### config.mk
export PLATFORM = sky130hd
export DESIGN_NAME = led_request_scheduler
export DESIGN_NICKNAME = d
export VERILOG_FILES = /design/src/rtl/led_pkg.sv /design/src/rtl/led_sync_fifo.sv /design/src/rtl/led_request_scheduler.sv
export SDC_FILE = /design/constraint.sdc
export NUM_CORES = 1
export LEC_CHECK = 0
export CELL_PAD_IN_SITES_DETAIL_PLACEMENT = 1
export CELL_PAD_IN_SITES_GLOBAL_PLACEMENT = 2
export CORE_ASPECT_RATIO = 0.6
export CORE_UTILIZATION = 40
export CTS_BUF_LIST = sky130_fd_sc_hd__clkbuf_4
export DETAILED_ROUTE_END_ITERATION = 8
export PLACE_DENSITY_LB_ADDON = 0.1
export SYNTH_ARGS = -nofsm -noshare
export SYNTH_HDL_FRONTEND = slang
export SYNTH_HIERARCHICAL = 1
export SYNTH_SLANG_ARGS = --single-unit
### constraint.sdc
create_clock -name clk -period 5.5 [get_ports clk]
set_clock_uncertainty 0.05 [all_clocks]
set_input_delay 0.825 -clock clk [delete_from_list [all_inputs] [get_ports clk]]
set_output_delay 0.825 -clock clk [all_outputs]
set_load 0.005 [all_outputs]
### src/rtl/led_pkg.sv
// led_pkg: LED constants and scheduler state encoding,
// shared with the LED on-timer block.
package led_pkg;

  localparam int LED_COUNT = 18;
  localparam int IDX_W     = 5;

  typedef enum logic {
    IDLE = 1'b0,
    GAP  = 1'b1
  } sched_state_e;

endpackage

### src/rtl/led_sync_fifo.sv
// led_sync_fifo: circular event buffer with wrapping
// read/write pointers and a registered occupancy count.
module led_sync_fifo #(
  parameter int WIDTH      = 5,
  parameter int FIFO_DEPTH = 8
) (
  input  logic                        clk,
  input  logic                        rst_n,
  input  logic                        push,
  input  logic                        pop,
  input  logic [WIDTH-1:0]            din,
  output logic [WIDTH-1:0]            dout,
  output logic [$clog2(FIFO_DEPTH):0] count,
  output logic                        full,
  output logic                        empty
);

  localparam int PW = $clog2(FIFO_DEPTH);
  localparam int CW = PW + 1;

  logic [WIDTH-1:0] mem [FIFO_DEPTH];
  logic [PW-1:0]    wr_ptr;
  logic [PW-1:0]    rd_ptr;
  logic             do_push;
  logic             do_pop;

  assign full    = (count == CW'(FIFO_DEPTH));
  assign empty   = (count == '0);
  assign do_push = push && !full;
  assign do_pop  = pop && !empty;
  assign dout    = mem[rd_ptr];

  // Storage needs no reset: count gates every read.
  always_ff @(posedge clk) begin
    if (do_push) begin
      mem[wr_ptr] <= din;
    end
  end

  always_ff @(posedge clk or negedge rst_n) begin
    if (!rst_n) begin
      wr_ptr <= '0;
      rd_ptr <= '0;
      count  <= '0;
    end else begin
      if (do_push) begin
        wr_ptr <= wr_ptr + 1'b1;
      end
      if (do_pop) begin
        rd_ptr <= rd_ptr + 1'b1;
      end
      unique case ({do_push, do_pop})
        2'b10:   count <= count + 1'b1;
        2'b01:   count <= count - 1'b1;
        default: count <= count;
      endcase
    end
  end

endmodule

### src/rtl/led_request_scheduler.sv
// led_request_scheduler: buffers LED-hit events, drops
// out-of-range indices, and paces requests to the on-timer.
module led_request_scheduler #(
  parameter int LED_COUNT  = led_pkg::LED_COUNT,
  parameter int IDX_W      = led_pkg::IDX_W,
  parameter int FIFO_DEPTH = 8,
  parameter int GAP_CYCLES = 4
) (
  input  logic                        clk,
  input  logic                        rst_n,
  input  logic                        evt_valid,
  input  logic [IDX_W-1:0]            evt_index,
  output logic                        evt_ready,
  output logic [IDX_W-1:0]            led_index,
  output logic                        led_request,
  output logic [$clog2(FIFO_DEPTH):0] fifo_count,
  output logic [7:0]                  drop_count
);

  import led_pkg::*;

  localparam int GW = $clog2(GAP_CYCLES + 2);
  localparam logic [IDX_W:0] LIMIT = LED_COUNT[IDX_W:0];

  sched_state_e     state;
  logic [GW-1:0]    gap_cnt;
  logic             alive;
  logic             accept;
  logic             in_range;
  logic             push;
  logic             pop;
  logic             full;
  logic             empty;
  logic [IDX_W-1:0] head;

  // Ready comes only from registered occupancy, so a pop
  // never frees a slot for a write in the same cycle.
  assign evt_ready = alive && !full;
  assign accept    = evt_valid && evt_ready;
  assign in_range  = ({1'b0, evt_index} < LIMIT);
  assign push      = accept && in_range;
  assign pop       = (state == IDLE) && !empty;

  led_sync_fifo #(
    .WIDTH      (IDX_W),
    .FIFO_DEPTH (FIFO_DEPTH)
  ) u_fifo (
    .clk   (clk),
    .rst_n (rst_n),
    .push  (push),
    .pop   (pop),
    .din   (evt_index),
    .dout  (head),
    .count (fifo_count),
    .full  (full),
    .empty (empty)
  );

  // Holds evt_ready low through reset and its first edge.
  always_ff @(posedge clk or negedge rst_n) begin
    if (!rst_n) begin
      alive <= 1'b0;
    end else begin
      alive <= 1'b1;
    end
  end

  always_ff @(posedge clk or negedge rst_n) begin
    if (!rst_n) begin
      drop_count <= '0;
    end else if (accept && !in_range && drop_count != 8'hFF) begin
      drop_count <= drop_count + 8'd1;
    end
  end

  always_ff @(posedge clk or negedge rst_n) begin
    if (!rst_n) begin
      state       <= IDLE;
      gap_cnt     <= '0;
      led_request <= 1'b0;
      led_index   <= '0;
    end else begin
      unique case (state)
        IDLE: begin
          if (!empty) begin
            led_index   <= head;
            led_request <= 1'b1;
            gap_cnt     <= GW'(GAP_CYCLES);
            state       <= (GAP_CYCLES > 0) ? GAP : IDLE;
          end else begin
            led_request <= 1'b0;
          end
        end
        GAP: begin
          led_request <= 1'b0;
          gap_cnt     <= gap_cnt - 1'b1;
          if (gap_cnt == GW'(1)) begin
            state <= IDLE;
          end
        end
        default: begin
          led_request <= 1'b0;
          state       <= IDLE;
        end
      endcase
    end
  end

endmodule

==> impl_metrics.yaml <==
clocking:
  cts.sinks: 69
  h-tree-depth: 3
  clockBufferDepth: 2
  clkTransAtPathRegs_ns: 0.10
  cts_buffers: 9
  cts_tree: "yes"
  post_cts_buffers: 0
  hold_buffers: 0
  cts_resized: 0
  root_buffer: "clkbuf_4"
  clk_latency_ns: 0.42
worst_setup_path:
  crit_slowest_cell: "or4b_2"
  path_buf_inv: 1
  path_max_fanout: 9
  cp_common_cell: "ha_1"
  path_cells: "clkdlybuf4s50_1 > o31a_1 > nor2b_1 > nand2_4 > ha_1 > ha_1 > or4b_2 > o311ai_0 > o211ai_1"
  crit_family: "simple AND/OR/NAND/NOR gates"
  worstSetupPathType: "in2reg"
  critPathCaptureType: "flip-flop"
  crit_required_ns: 5.75
  cp.arrival_ns: 3.84
  cpPeakStageDelay_ns: 0.65
  cp-start-kind: "input pin"
sta:
  hold_violations: 0
  post-route-min-period_ns: 3.59
  min_period_over_period_pct: 65.3
  slew_viol_final: 0
  setup_tns_ns: 0
  setup_viol: 0
  rsz0062_at_grt: "false"
  slew_headroom_pct: 25.5
  fmax_mhz: 278
  worst_hold_slack_ns: 0.466
  tightest_slew_ns: 1.11
pwr:
  p_per_area_nw_per_um2: 478
  seqPwrFrac_pct: 47.8
  finalPower_mw: 1.69
  p_int_mw: 1.13
  leakage_nw: 1.31
  swShare_pct: 33.4
  pwr-share-comb_pct: 33.6
  pwr-share-clk_pct: 18.6
  p_sw_mw: 0.566
  peakVddDrop_mv: 0.181
drt:
  vias: 1739
  wl_per_cell_um: 18.5
  wl_um: 6260
  vias_per_cell: 5.14
  ant_nets: 0
  firstDrtPassIters: 4
  first_iter_violations: 83
  route.detailed.drc: 0
global_routing:
  grt_use_total_pct: 18.5
  grt_pass1_wl_um: 10300
  antenna_found_initial: 0
  grt_max_degree: 30
  gr-total-overflow: 0
  first_global_vias: 1853
logic_synthesis:
  synth_most_common_cell: "edfxtp_1"
  synth.area.mux_share_pct: 14.1
  synthTopCellsByArea: "edfxtp_1, dfrtp_1, mux4_2"
  ys_top_cells_by_count: "edfxtp_1, dfrtp_1, mux2_2, nand2_1"
  synth_edf_count: 40
  yosysUniqueCellTypes: 42
  synth-simple-area-share_pct: 9.29
  synth_top_family_by_area: "multiplexers"
  yosysSeqAreaShare_pct: 63.6
  synth_compound_area_share_pct: 3.39
  yosys.area_share.xor_xnor_pct: 3.47
  yosysWarningCount: 6
  synth_fa_ha_area_share_pct: 3.96
  yosysTopAreaCellShare_pct: 39.6
  syn_inst: 196
  synth_flop_cell: "edfxtp_1"
  yosysTopAreaCell: "edfxtp_1"
  ys_ff_latch: 69
  synth_area_um2: 3030
  synthArstFlopShare_pct: 42.0
  syn_area_per_cell_um2: 15.5
  synth_nets: 213
outcome:
  status: "complete, no violations"
placement:
  post_dp_cell_area_um2: 3400
  io_buffers: 26
  placedCellCount: 322
  gp_congestion: 0.764
  dp_hpwl_um: 4510
floorplanning:
  initial_core_util_pct: 41.5
  core-area_um2: 7300
  die-area_um2: 7940
  die_h_um: 69.4
  pin_count: 27
  rows: 24
  die_w_um: 114
final_layout:
  n_fill_cell: 727
  design_area_um2: 3540
  seq_area_um2: 1930
  drive_above_1_share_pct: 20.1
  multiInputGateArea_um2: 1040
  syn_to_final_growth_pct: 16.7
  nets: 246
  instances_no_fill: 338
  antenna_cells: 0
hold_path:
  hold_path_class: "reg2reg"
run:
  maxCapViolCount: 0
[power groups by stage]
| stage | Combinational, mW | Sequential, mW | Clock (mW) |
|---|---|---|---|
| floorplan | 0.410 | 0.749 | 0 |
| global placement | 0.546 | 0.813 | 0 |
| detailed placement | 0.571 | 0.825 | 0 |
| CTS | 0.577 | 0.814 | 0.328 |
| global route | 0.635 | 0.833 | 0.347 |
| finish | 0.568 | 0.809 | 0.315 |
[placed cells by master (no fill, tap or decap), types with 2 or more instances in the layout]
cell type,netlist,final
edfxtp_1,40,40
dfrtp_1,29,29
clkdlybuf4s50_1,0,26
nand2_1,12,12
mux2_2,12,12
inv_1,10,10
mux4_2,10,10
nor2_1,9,9
clkbuf_4,0,9
nand3_1,8,8
ha_1,8,8
xnor2_1,7,7
xor2_1,5,5
nor3_1,5,5
nor2b_1,3,3
mux2i_1,3,3
nand2b_1,3,3
clkinvlp_4,0,3
nor3b_1,3,3
mux2_1,2,2
clkinv_2,0,2
a21oi_1,2,2
[final cells by class]
class                      count  area share (%)
clock buffer                   9            1.91
multi-input combinational    112            29.4
clock inverter                 7            1.87
inverter                      10            1.06
timing repair buffer          27            7.57
tap                          104            3.68
sequential                    69            54.5
[cells by family (layout without fill, tap and decap cells)]
| family | Yosys count | in the layout |
|---|---|---|
| flops | 69 | 69 |
| compound gates | 11 | 11 |
| buf+inv | 15 | 53 |
| simple gates | 51 | 51 |
| fa+ha+maj | 9 | 9 |
| xor+xnor | 12 | 12 |
| other cells | 1 | 1 |
| mux | 28 | 28 |
[state kept, by name, indices dropped and copies added (netlist names)]
register,count
alive,1
drop_count,8
gap_cnt,3
led_index,5
led_request,1
state,1
u_fifo/count,4
u_fifo/mem,40
u_fifo/rd_ptr,3
u_fifo/wr_ptr,3
[worst paths after layout]
path | start | endpoint | slack, ns | depth (start not counted)
min in group asynchronous | rst_n | u_fifo/wr_ptr[1] | 0.73 | 2
min reg2reg | led_index[4] | led_index[4] | 0.47 | 1
max reg2reg | u_fifo/count[0] | u_fifo/count[3] | 2.01 | 10
max | evt_index[3] | u_fifo/count[3] | 1.91 | 9
max in group asynchronous | rst_n | u_fifo/count[1] | 4.39 | 2
min | led_index[4] | led_index[4] | 0.47 | 1
[worst register-to-register path, cell delays in order, from the launching register on]
cell and delay (ns):
dfrtp_1 0.49, or4b_4 0.64, inv_1 0.10, and3b_2 0.24, nor2b_1 0.19, nand2_4 0.09
ha_1 0.31, ha_1 0.34, or4b_2 0.65, o311ai_0 0.14, o211ai_1 0.13
[routing by layer]
metal  share of wire, %  vias to the layer above  track usage [%]  routed length [um]
met3                6.2                        8             6.99                 390
met2                 44                       42             27.3                2780
li1                   -                      800                -                   -
met1                 48                      889             25.2                3000
met5                  0                        -                0                   0
met4                1.4                        0             6.06                  87
[metrics by stage]
step                      setup slack, ns  utilization, %
after floorplan                      2.29               -
after global placement               1.60            46.6
after detailed placement             1.48            46.6
after CTS                            1.95            48.5
after global routing                 1.70            48.5
final                                1.91            48.5
Note: power is estimated with default switching activity, not from simulation.
